<file path="src/rtl/fp_add_rr_scheduler.sv">
// Round-robin scheduler sharing one fixed-latency SIMD FP adder among NUM_REQ requesters.
// Requests are granted only while a response slot is guaranteed (credit > 0). Each grant is
// registered onto the adder inputs, and its {ID, CONFIG} tag is tracked through a LAT-deep
// pipe. The adder result is captured into a show-ahead response FIFO when the tag emerges.
//
// Ports:
//   clk, rst_n                      clock, asynchronous active-low reset
//   req_valid / req_ready           per-requester request / one-hot grant
//   req_in1, req_in2                packed operands, requester i at [i*DATA_W +: DATA_W]
//   req_config, req_round           packed per-requester CONFIG_FP / ROUND_TYPE
//   add_valid, add_in1, add_in2,
//   add_config, add_round           registered issue to the adder
//   add_out                         adder result, aligned with tag stage LAT-1
//   rsp_valid / rsp_ready           response FIFO head handshake
//   rsp_data, rsp_id, rsp_config    head result, requester ID and config
//   busy                            work in flight or buffered
module fp_add_rr_scheduler #(
   parameter int unsigned NUM_REQ    = 4,
   parameter int unsigned ID_W       = 2,
   parameter int unsigned LAT        = 3,
   parameter int unsigned FIFO_DEPTH = 4,
   parameter int unsigned DATA_W     = 32,
   parameter int unsigned CFG_W      = 3,
   parameter int unsigned RND_W      = 3
) (
   input  logic                       clk,
   input  logic                       rst_n,
   input  logic [NUM_REQ-1:0]         req_valid,
   output logic [NUM_REQ-1:0]         req_ready,
   input  logic [NUM_REQ*DATA_W-1:0]  req_in1,
   input  logic [NUM_REQ*DATA_W-1:0]  req_in2,
   input  logic [NUM_REQ*CFG_W-1:0]   req_config,
   input  logic [NUM_REQ*RND_W-1:0]   req_round,
   output logic                       add_valid,
   output logic [DATA_W-1:0]          add_in1,
   output logic [DATA_W-1:0]          add_in2,
   output logic [CFG_W-1:0]           add_config,
   output logic [RND_W-1:0]           add_round,
   input  logic [DATA_W-1:0]          add_out,
   output logic                       rsp_valid,
   input  logic                       rsp_ready,
   output logic [DATA_W-1:0]          rsp_data,
   output logic [ID_W-1:0]            rsp_id,
   output logic [CFG_W-1:0]           rsp_config,
   output logic                       busy
);

   localparam int unsigned CRD_W = $clog2(FIFO_DEPTH + 1);
   localparam int unsigned PTR_W = $clog2(FIFO_DEPTH);

   logic [ID_W-1:0]   rr_ptr_q, rr_ptr_d;
   logic [CRD_W-1:0]  credit_q, credit_d;
   logic [ID_W-1:0]   cand;
   logic [ID_W-1:0]   grant_id;
   logic              grant_found;
   logic              handshake;
   logic              pop;
   logic [DATA_W-1:0] sel_in1, sel_in2;
   logic [CFG_W-1:0]  sel_cfg;
   logic [RND_W-1:0]  sel_rnd;

   logic [LAT-1:0]            tag_valid_q;
   logic [LAT-1:0][ID_W-1:0]  tag_id_q;
   logic [LAT-1:0][CFG_W-1:0] tag_cfg_q;

   logic [DATA_W-1:0] mem_data [FIFO_DEPTH];
   logic [ID_W-1:0]   mem_id   [FIFO_DEPTH];
   logic [CFG_W-1:0]  mem_cfg  [FIFO_DEPTH];
   logic [PTR_W:0]    wr_ptr_q, rd_ptr_q;
   logic              fifo_wr, fifo_empty, fifo_full;

   // First valid requester at or after the RR pointer, with wrap.
   always_comb begin
      cand        = '0;
      grant_id    = '0;
      grant_found = 1'b0;
      for (int unsigned k = 0; k < NUM_REQ; k++) begin
         cand = ID_W'((32'(rr_ptr_q) + k) % NUM_REQ);
         if (!grant_found && req_valid[cand]) begin
            grant_found = 1'b1;
            grant_id    = cand;
         end
      end
      req_ready = '0;
      // Gated by rst_n so no grant is visible while reset is held.
      if (rst_n && grant_found && (credit_q != '0)) begin
         req_ready[grant_id] = 1'b1;
      end
   end

   assign handshake = |(req_valid & req_ready);
   assign pop       = rsp_valid & rsp_ready;

   always_comb begin
      sel_in1 = req_in1[32'(grant_id) * DATA_W +: DATA_W];
      sel_in2 = req_in2[32'(grant_id) * DATA_W +: DATA_W];
      sel_cfg = req_config[32'(grant_id) * CFG_W +: CFG_W];
      sel_rnd = req_round[32'(grant_id) * RND_W +: RND_W];
   end

   always_comb begin
      rr_ptr_d = rr_ptr_q;
      if (handshake) begin
         rr_ptr_d = (grant_id == ID_W'(NUM_REQ - 1)) ? '0 : grant_id + 1'b1;
      end
      case ({handshake, pop})
         2'b10:   credit_d = credit_q - 1'b1;
         2'b01:   credit_d = credit_q + 1'b1;
         default: credit_d = credit_q;
      endcase
   end

   always_ff @(posedge clk or negedge rst_n) begin
      if (!rst_n) begin
         rr_ptr_q   <= '0;
         credit_q   <= CRD_W'(FIFO_DEPTH);
         add_valid  <= 1'b0;
         add_in1    <= '0;
         add_in2    <= '0;
         add_config <= '0;
         add_round  <= '0;
      end else begin
         rr_ptr_q  <= rr_ptr_d;
         credit_q  <= credit_d;
         add_valid <= handshake;
         if (handshake) begin
            add_in1    <= sel_in1;
            add_in2    <= sel_in2;
            add_config <= sel_cfg;
            add_round  <= sel_rnd;
         end
      end
   end

   // Tag stage 0 becomes valid together with add_valid.
   always_ff @(posedge clk or negedge rst_n) begin
      if (!rst_n) begin
         tag_valid_q <= '0;
         tag_id_q    <= '0;
         tag_cfg_q   <= '0;
      end else begin
         tag_valid_q[0] <= handshake;
         tag_id_q[0]    <= grant_id;
         tag_cfg_q[0]   <= sel_cfg;
         for (int unsigned k = 1; k < LAT; k++) begin
            tag_valid_q[k] <= tag_valid_q[k-1];
            tag_id_q[k]    <= tag_id_q[k-1];
            tag_cfg_q[k]   <= tag_cfg_q[k-1];
         end
      end
   end

   assign fifo_wr    = tag_valid_q[LAT-1];
   assign fifo_empty = (wr_ptr_q == rd_ptr_q);
   assign fifo_full  = ((wr_ptr_q - rd_ptr_q) == (PTR_W + 1)'(FIFO_DEPTH));

   always_ff @(posedge clk) begin
      if (fifo_wr) begin
         mem_data[wr_ptr_q[PTR_W-1:0]] <= add_out;
         mem_id[wr_ptr_q[PTR_W-1:0]]   <= tag_id_q[LAT-1];
         mem_cfg[wr_ptr_q[PTR_W-1:0]]  <= tag_cfg_q[LAT-1];
      end
   end

   always_ff @(posedge clk or negedge rst_n) begin
      if (!rst_n) begin
         wr_ptr_q <= '0;
         rd_ptr_q <= '0;
      end else begin
         if (fifo_wr) wr_ptr_q <= wr_ptr_q + 1'b1;
         if (pop)     rd_ptr_q <= rd_ptr_q + 1'b1;
      end
   end

   // Head fields read as zero when empty so reset leaves every response output at 0.
   assign rsp_valid  = !fifo_empty;
   assign rsp_data   = fifo_empty ? '0 : mem_data[rd_ptr_q[PTR_W-1:0]];
   assign rsp_id     = fifo_empty ? '0 : mem_id[rd_ptr_q[PTR_W-1:0]];
   assign rsp_config = fifo_empty ? '0 : mem_cfg[rd_ptr_q[PTR_W-1:0]];
   assign busy       = (|tag_valid_q) | !fifo_empty;

   a_no_overflow : assert property (@(posedge clk) disable iff (!rst_n)
      !(fifo_wr && fifo_full && !pop));
   a_credit_range : assert property (@(posedge clk) disable iff (!rst_n)
      credit_q <= CRD_W'(FIFO_DEPTH));
   a_grant_onehot : assert property (@(posedge clk) disable iff (!rst_n)
      $onehot0(req_ready));

endmodule
</file>
<file path="config.mk">
export PLATFORM = sky130hd
export DESIGN_NAME = fp_add_rr_scheduler
export DESIGN_NICKNAME = d
export VERILOG_FILES = /design/src/rtl/fp_add_rr_scheduler.sv
export SDC_FILE = /design/constraint.sdc
export NUM_CORES = 1
export LEC_CHECK = 0
export BUFFER_PORTS_ARGS = -buffer_cell sky130_fd_sc_hd__buf_2
export CORE_AREA = 2 2 170 172
export DETAILED_ROUTE_END_ITERATION = 6
export DIE_AREA = 0 0 172 174
export GPL_TIMING_DRIVEN = 0
export PLACE_DENSITY_LB_ADDON = 0.08
export SETUP_SLACK_MARGIN = 0.1
export SLEW_MARGIN = 40
export SYNTH_ARGS = -nofsm -noshare
export SYNTH_HDL_FRONTEND = slang
export SYNTH_SLANG_ARGS = --single-unit
export TNS_END_PERCENT = 5
</file>
<file path="constraint.sdc">
create_clock -name clk -period 4.73 [get_ports clk]
set_clock_uncertainty 0.05 [all_clocks]
set_input_delay 0.473 -clock clk [delete_from_list [all_inputs] [get_ports clk]]
set_output_delay 0.473 -clock clk [all_outputs]
set_load 0.02 [all_outputs]
</file>
Yosys cells after proc, flatten, opt, wreduce, memory -nomap -nowiden
Memories as Yosys holds them, arrays and structs flattened.
Cells that the tools add are included.
W data, S select, Z words.
{"block": "word_totals", "mem_count": 3, "out_inout_bits": 114, "reg_bits": 100, "mem_bits_rw": 148}
{"block": "op_classes", "eq_ne": 4, "n_reduce_logical": 14, "add_sub_neg": 8, "n_lt_le_gt_ge": 6, "n_bitwise": 3, "n_mul": 1, "n_mux": 26, "n_shift": 4}
{"name": "mem_data", "words": 4, "word_bits": 32, "read_ports": 1, "rd_clocked_by_memory_dff": 0, "wr": 1, "line": "66", "source": "logic [DATA_W-1:0] mem_data [FIFO_DEPTH];"}
{"name": "mem_cfg", "words": 4, "word_bits": 3, "read_ports": 1, "rd_clocked_by_memory_dff": 0, "wr": 1, "line": "68", "source": "logic [CFG_W-1:0] mem_cfg [FIFO_DEPTH];"}
{"name": "mem_id", "words": 4, "word_bits": 2, "read_ports": 1, "rd_clocked_by_memory_dff": 0, "wr": 1, "line": "67", "source": "logic [ID_W-1:0] mem_id [FIFO_DEPTH];"}
{"op": "$shiftx A128 B8 Y32", "n": 2}
{"op": "$mux W32", "n": 1}
{"op": "$shiftx A12 B5 Y3", "n": 2}
{"op": "$lt A2 B3 Y1 const B", "n": 5}
{"op": "$mux W2", "n": 6}
{"op": "$mux W1", "n": 11}
{"op": "$add A3 B1 Y3 const B", "n": 3}
{"op": "$bmux W1 S2", "n": 4}
{"op": "$logic_and A1 B1 Y1", "n": 6}
{"op": "$pmux W3 S2", "n": 1}
{"op": "$add A2 B1 Y2 const B", "n": 2}
{"op": "$add A2 B2 Y2 const B", "n": 2}
{"op": "$and A4 B4 Y4", "n": 1}
{"op": "$eq A2 B2 Y1 const B", "n": 2}
{"op": "$logic_not A1 Y1", "n": 4}
{"op": "$mul A2 B2 Y4 const B", "n": 1}
{"op": "$mux W4", "n": 1}
{"op": "$reduce_or A4 Y1", "n": 1}
{"op": "$eq A3 B3 Y1", "n": 1}
{"op": "$mux W3", "n": 1}
{"op": "$reduce_bool A3 Y1", "n": 1}
{"op": "$reduce_or A3 Y1", "n": 1}
{"op": "$sub A3 B1 Y3 const B", "n": 1}
{"op": "$demux W1 S2", "n": 1}
{"op": "other kinds (5)", "n": 5}

Depth between registers and ports, before layout
Gate-level depths: netlist of run 1.
{"block": "depth", "word_depth": 21, "depth_mapped": 17, "mapped_depth_nobuf": 13}

Least setup slack after synthesis of run 1
No wires, ideal clock.
{"block": "synth_timing", "kind": "flip-flop to flip-flop", "startpoint": "register rr_ptr_q[1]", "endpoint": "register credit_q[1]", "path_slack_ns": 1.439, "synth_period_minus_slack_ns": 3.291, "required_time_ns": 4.555, "arrival_time_ns": 3.116, "path_stages_with_launch": 16, "setup_ns": 0.125, "n_path_buf": 4, "cell_sequence": "dfrtp_1 -> nor2b_1 -> a21o_1 -> a211o_2 -> buf_6 -> clkbuf_1 -> inv_1 -> ha_1 -> nand2_1 -> a31o_2 -> buf_6 -> buf_4 -> ha_1 -> inv_1 -> fa_1 -> mux2_2"}
{"block": "synth_between", "elab_chain_cells": 21, "word_cells_on_any_way": 39, "classes_between": "add/sub (3); order compare (2); eq/ne (2); mux (20); bitwise (1); reduce/logical (11)"}
{"element": "start: declaration", "line": "51", "source": "logic [ID_W-1:0] rr_ptr_q, rr_ptr_d;"}
{"element": "start signal: assignment", "line": "123", "source": "rr_ptr_q <= rr_ptr_d;"}
{"element": "parallel branches: the longest is 16 deep, another holds $lt A2 B3 Y1"}
{"element": "$mux W4 (*)", "line": "86", "source": "if (rst_n && grant_found && (credit_q != '0)) begin"}
{"element": "$and A4 B4 Y4 (*)", "line": "91", "source": "assign handshake = |(req_valid & req_ready);"}
{"element": "$reduce_or A4 Y1 (*)", "line": "91"}
{"element": "$eq A2 B1 Y1 / $eq A2 B2 Y1 (equally long branches)", "line": "106", "source": "case ({handshake, pop})"}
{"element": "$pmux W3 S2 (*)", "line": "106"}
{"element": "named net credit_d[1]", "line": "52", "source": "logic [CRD_W-1:0] credit_q, credit_d;"}
{"element": "end signal: assignment", "line": "116", "source": "credit_q <= CRD_W'(FIFO_DEPTH);"}
{"element": "end signal: assignment", "line": "124", "source": "credit_q <= credit_d;"}
{"element": "end: declaration", "line": "52"}
Mark *: on every way through the listed nets, which the timed path passes. The select of a mux whose other input is x is not followed.
A chain may end at the register's enable or synchronous reset.

Worst setup path in the final report of run 1
{"block": "layout_timing", "startpoint": "register rr_ptr_q[1]", "endpoint": "register credit_q[2]"}
{"block": "layout_between", "elab_chain_cells": 21, "word_cells_on_any_way": 39, "classes_between": "add/sub (3); order compare (2); eq/ne (2); mux (20); bitwise (1); reduce/logical (11)"}
{"element": "parallel branches: the longest is 16 deep, another holds $lt A2 B3 Y1"}
{"element": "$mux W4 (*)", "line": "86"}
{"element": "$and A4 B4 Y4 (*)", "line": "91"}
{"element": "$reduce_or A4 Y1 (*)", "line": "91"}
{"element": "$eq A2 B1 Y1 / $eq A2 B2 Y1 (equally long branches)", "line": "106"}
{"element": "$pmux W3 S2 / $reduce_bool A2 Y1 (equally long branches)"}
Every way passes the cells marked *. The select of a mux whose other input is x is not followed.

==> impl_metrics.ini, run 1 <==
[routing]
avgRoutedWirePerCell_um = 20.9
vias = 9258
initialDrtViolationCount = 476
detail-route-antenna-nets = 0
drt-vias-per-instance = 5.08
dr.pass1.iters = 5
drcViolationCount = 0
wl_mm = 38.1

[sta]
rsz0062_at_grt = false
finalCritPeriodShare_pct = 76.9
hold_viol_final = 0
max_clock_freq_mhz = 275
setup_violations = 0
worstMarginPinSlew_ns = 0.726
slew_headroom_pct = 51.3
setup_ws_ns = 1.09
final_max_slew_viol_count = 0
period_minus_slack_ns = 3.64

[setup_path]
max_stage_delay_ns = 0.42
r2r-start = rr_ptr_q[1]
ff2ff_path_depth = 17
start_kind = flip-flop
slowest_stage = clkbuf_1
crit_type = reg2reg
regToRegEndpoint = credit_q[2]
reg2reg_setup_slack_ns = 1.09
crit_arrival_ns = 4.04
critPathLaunch = rr_ptr_q[1]
required_ns = 5.13
cp_max_fo = 10
crit_path_cell_trace = nor2b_1, a21o_1, a211o_2, buf_6, clkbuf_1, inv_1, ha_1, nand2_1, a31o_2, buf_6, buf_4, ha_1, inv_1, fa_1, xor2_1, nor2_1, xor2_1
endpoint = credit_q[2]
worstSetupEndpointType = flip-flop

[global_routing]
grt_pass1_vias = 9465
antenna_found_initial = 16
use_met2_pct = 43.2
grt_max_degree = 55
top_usage_layer = met2
gr-usage-met3_pct = 6.33
grt_pass1_wl_mm = 56.6
gr-total-overflow = 0
grt_usage_pct = 25.3
use_met1_pct = 31.0

[cts]
clock_sinks = 247
cts_buffers = 26
clock_latency_ns = 0.53
post_cts_buffers = 0
clk_path_buf_depth = 3
clk_pin_slew_worst_paths_ns = 0.06
cts_root_buf = clkbuf_16
holdBufCountCts = 1
cts_tree = built
ctsResizeCount = 0
h-tree-depth = 1

[power_and_ir_drop]
peakVddDrop_v = 0.000301
leakage_nw = 6.87
power_density_nw_per_um2 = 681

[min_path]
whs_path_depth = 1
min_path_type = in2reg

[layout]
drive_above_1_share_pct = 41.0
fin_nets = 1733
multi_input_area_um2 = 4230
final-seq-area_um2 = 6920
area_delta_synth_final_pct = 32.4
fin_area_um2 = 15400
n_fill_cell = 2627

[floorplan]
die_y_um = 174
ios = 433
start_util_pct = 41.2
fp.dieW_um = 172
die_area_um2 = 29900
core_area_um2 = 28200
rows = 62

[logic_synthesis]
syn-num-nets = 1267
netlist-cell-type-count = 42
synthCells = 940
avgSynthCellArea_um2 = 12.4
ys_seq_elements = 247
synth_enable_flop_cells = 148
netlist_area_um2 = 11600
seq_area_frac_synth_pct = 59.4
yosysWarningCount = 0
ys_async_sr_fraction_pct = 40.1
synth_flop_cell = edfxtp_1

[run_status]
status = finished clean

[place]
hpwl_mm = 29.1
dpl_cell_area_um2 = 14400
numPortBuffers = 432
pre_cts_ws_ns = 0.883
gp_congestion = 0.921

[run]
cap_violations = 0
==> state kept, by name, indices dropped and copies added, names as in the netlist <==
register	flops
mem_cfg	12
tag_valid_q	3
add_in1	32
credit_q	3
add_round	3
tag_cfg_q	9
mem_data	128
rr_ptr_q	2
mem_id	8
rd_ptr_q	3
add_in2	32
wr_ptr_q	3
tag_id_q	6
add_config	3
==> per-layer routing <==
layer / part of all wire [%] / vias up
met5: 0.12 / -
met4: 3.0 / 6
met3: 7.0 / 68
met2: 51 / 326
met1: 39 / 4496
li1: - / 4362
==> final cells by class <==
class	instances	share of cell area [%]
clock buffers	36	4.86
inverters	9	0.235
diodes	13	0.211
plain buffers	72	3.03
flip-flops and latches	247	44.9
well taps	384	3.12
clock inverters	12	1.36
multi-input cells	612	27.4
repair buffers	438	14.9
==> worst min-delay path by stage <==
stage | from | endpoint | slack, ns
CTS | add_out[31] | mem_data[3][31] | 0.08
finish | add_out[31] | mem_data[3][31] | 0.11
global placement | tag_id_q[2] | tag_id_q[4] | 0.28
detailed placement | tag_cfg_q[0] | tag_cfg_q[3] | 0.29
global route | add_out[23] | mem_data[2][23] | 0.09
floorplan | rst_n | add_config[0] | 0.13
==> stage by stage <==
stage	util, %	setup TNS (ns)	total power [mW]	cells	hold WS, ns
after global placement	50.6	-0.212	8.26	1756	0.282
after detailed placement	51.1	0	8.34	1761	0.286
final	54.6	0	10.5	1823	0.105
after floorplan	-	0	6.51	940	0.127
after global routing	54.6	0	11.1	1822	0.0905
after CTS	54.5	0	10.6	1810	0.0814
==> critical path: cells and delay by family, from the launching register on <==
family,cells,cell delay (ns)
AOI/OAI and AO/OA,3,0.49
xor gates and xnor gates,2,0.34
adders and majority gates,3,0.78
buffers and inverters,6,1.12
DFF,1,0.41
and+or+nand+nor,3,0.37
==> cells in the final DEF, fill, tap and decap left out, types with 2 or more instances in the layout <==
cell type and instances:
nand2_1 208, and2_0 22, a211oi_1 67, nor2_1 7, buf_12 4, buf_6 12, clkbuf_16 27, mux4_2 37
dfrtp_1 98, nor2b_1 39, mux2_2 3, mux2_1 3, buf_4 17, xnor2_1 2, bufinv_16 6, xor2_1 8
diode_2 13, o31ai_1 67, inv_1 7, buf_2 457, buf_8 2, clkbuf_8 4, and3_1 67, mux2i_1 9
and2_4 4, ha_1 7, and2_1 45, edfxtp_1 148, clkinv_1 3, or4_1 2, clkinv_2 2, nor3_1 2
clkbuf_1 20
==> kinds of logic after synthesis <==
logic type | Yosys count | share of synthesized area, %
buffers and inverters | 81 | 4.32
AND/OR/NAND/NOR | 400 | 16.9
XOR/XNOR | 10 | 0.752
AO/OA/AOI/OAI | 142 | 9.14
multiplexers | 52 | 8.51
flip-flops | 247 | 59.4
adder cells (fa/ha/maj) | 8 | 0.924
==> synth_stat cells (2+ instances only) <==
master	n	area share (%)
a211oi_1	67	4.3
and2_0	22	1.2
and2_1	49	2.6
and3_1	67	3.6
buf_1	2	0.064
buf_2	25	1.1
buf_4	17	1.1
buf_6	12	1.2
clkbuf_1	15	0.48
dfrtp_1	98	21
edfxtp_1	148	38
ha_1	7	0.75
inv_1	7	0.23
mux2_1	3	0.29
mux2_2	3	0.29
mux2i_1	9	0.77
mux4_2	37	7.2
nand2_1	208	6.7
nor2_1	7	0.23
nor2b_1	39	2.1
nor3_1	2	0.086
o31ai_1	67	4.3
or4_1	2	0.13
xnor2_1	2	0.15
xor2_1	8	0.60
==> power by group <==
part           switching [mW]  internal (mW)
combinational            3.04           1.90
clock                   0.838           1.43
sequential              0.302           3.00
total                    4.18           6.32
(Power assumes the default switching activity.)
==> run 2, diff against run 1 <==
==> constraint.sdc (replaced) <==
create_clock -name clk -period 3.65 [get_ports clk]
set_clock_uncertainty 0.05 [all_clocks]
set_input_delay 0.365 -clock clk [delete_from_list [all_inputs] [get_ports clk]]
set_output_delay 0.365 -clock clk [all_outputs]
set_load 0.02 [all_outputs]
==> run 2 against run 1 <==
Via count is 0.63% higher. Critical path type unchanged. Critical endpoint is now credit_q[1]. Worst setup slack worse by 0.77 ns. Largest power group unchanged. Non-clock buffer count is 26 higher.
==> impl_metrics.ini, run 2 (same netlist as run 1, synthesis figures left out) <==
[run_status]
status = finished clean

[routing]
detail-route-antenna-nets = 0
initialDrtViolationCount = 460
wl_mm = 38.2
dr.pass1.iters = 5
avgRoutedWirePerCell_um = 20.7
drcViolationCount = 0
vias = 9316
drt-vias-per-instance = 5.04

[place]
hpwl_mm = 29.1
gp_congestion = 0.921
numPortBuffers = 432
dpl_cell_area_um2 = 14400
placed_cells = 1761

[global_routing]
grt_pass1_vias = 9585
antenna_found_initial = 16
grt_pass1_wl_mm = 56.9
grt_max_degree = 55
gr-total-overflow = 0
grt_usage_pct = 25.4

[sta]
rsz0062_at_grt = false
hold_viol_final = 0
finalCritPeriodShare_pct = 91.1
period_minus_slack_ns = 3.33
final_max_slew_viol_count = 0
worstMarginPinSlew_ns = 0.707
max_clock_freq_mhz = 301
fin_hold_ws_ns = 0.0217
slew_headroom_pct = 52.6
setup_violations = 0

[layout]
layout_common_cells = 457 x buf_2, 208 x nand2_1, 148 x edfxtp_1
drive_above_1_share_pct = 40.2
n_fill_cell = 2605
fin_cells = 1848
largest_reg_flops = 128
multi_input_area_um2 = 4230
final-seq-area_um2 = 6920
area_delta_synth_final_pct = 34.7
fin_nets = 1759
fin_util_pct = 55.5
final_common_cell = buf_2
fin_area_um2 = 15700

[setup_path]
cp_max_fo = 19
crit_arrival_ns = 3.69
endpoint = credit_q[1]
crit_type = reg2reg
start_kind = flip-flop
crit_path_cell_trace = nor2b_1, a21o_1, a211o_2, buf_6, inv_1, ha_1, nand2_1, a31o_2, buf_6, buf_4, ha_1, inv_1, fa_1, mux2_2
ff2ff_path_depth = 14
worstSetupEndpointType = flip-flop
slowest_stage = dfrtp_1
max_stage_delay_ns = 0.42
reg2reg_setup_slack_ns = 0.32
required_ns = 4.01
critPathLaunch = rr_ptr_q[1]
regToRegEndpoint = credit_q[1]
r2r-start = rr_ptr_q[1]

[cts]
clk_path_buf_depth = 3
clock_latency_ns = 0.53
clock_sinks = 247
post_cts_buffers = 0
cts_root_buf = clkbuf_16
h-tree-depth = 1
clk_pin_slew_worst_paths_ns = 0.06
ctsResizeCount = 0
cts_buffers = 26
cts_tree = built

[power_and_ir_drop]
power_density_nw_per_um2 = 868
leakage_nw = 6.98
peakVddDrop_v = 0.000390

[floorplan]
core_area_um2 = 28200
start_util_pct = 41.2
rows = 62
die_y_um = 174
die_area_um2 = 29900
ios = 433
fp.dieW_um = 172

[run]
cap_violations = 0

[min_path]
min_path_type = in2reg
==> run 2: cell types whose count changed in the layout (fill, tap and decap cells not counted), sizes merged <==
cell / before / now
dlygate4sd3: 1 / 28
clkbuf: 51 / 50
diode: 13 / 12
==> run 2: routing by layer <==
| layer | wire [um] | vias up | track usage, % |
|---|---|---|---|
| met3 | 2730 | 70 | 6.31 |
| met4 | 1200 | 6 | 9.52 |
| met2 | 19500 | 324 | 43.3 |
| met5 | 37 | - | 0 |
| met1 | 14800 | 4497 | 31.1 |
| li1 | - | 4419 | - |
==> run 2: worst min path at each step <==
stage | startpoint | to | depth (start not counted)
after floorplan | rst_n | add_config[0] | 0
after global placement | tag_id_q[2] | tag_id_q[4] | 0
after detailed placement | rst_n | add_in2[26] | 1
after CTS | add_out[11] | mem_data[1][11] | 1
after global routing | add_out[12] | mem_data[0][12] | 1
final | add_out[12] | mem_data[0][12] | 1
==> run 2: final cells by class <==
class                      instances  share of cell area (%)
sequential                       247                    44.1
multi-input combinational        612                    27.0
timing repair buffer             465                    16.3
clock buffer                      36                    4.78
tap                              384                    3.06
buffer                            71                    2.96
clock inverter                    12                    1.33
inverter                           9                   0.231
antenna                           12                   0.191
==> run 2: worst max-delay path, delay by kind of cell, from the launching register on <==
kind                     cells  cell delay, ns
AND/OR/NAND/NOR              2            0.22
buffers and inverters        5            0.68
AO/OA/AOI/OAI                3            0.80
adder cells (fa/ha/maj)      3            0.78
flip-flops                   1            0.42
multiplexers                 1            0.26
==> run 2: through the flow <==
stage | setup slack, ns | power (mW) | TNS, ns
after floorplan | 0.359 | 8.43 | 0
after global placement | -1.17 | 10.7 | -35.31
after detailed placement | -0.0894 | 10.8 | -0.0969
after CTS | 0.297 | 13.8 | 0
after global routing | 0.127 | 14.5 | 0
final | 0.325 | 13.6 | 0
==> run 2: power breakdown <==
part | internal (mW) | total (mW) | switching, mW
Clock | 1.85 | 2.93 | 1.08
Combinational | 2.48 | 6.41 | 3.93
Sequential | 3.88 | 4.27 | 0.390
==> run 2: timing repair <==
| item | in CTS | in global routing |
|---|---|---|
| hold endpoints to repair | 159 | 0 |
| hold buffers | 28 | 0 |
| endpoints found under the setup margin | 2 | 0 |
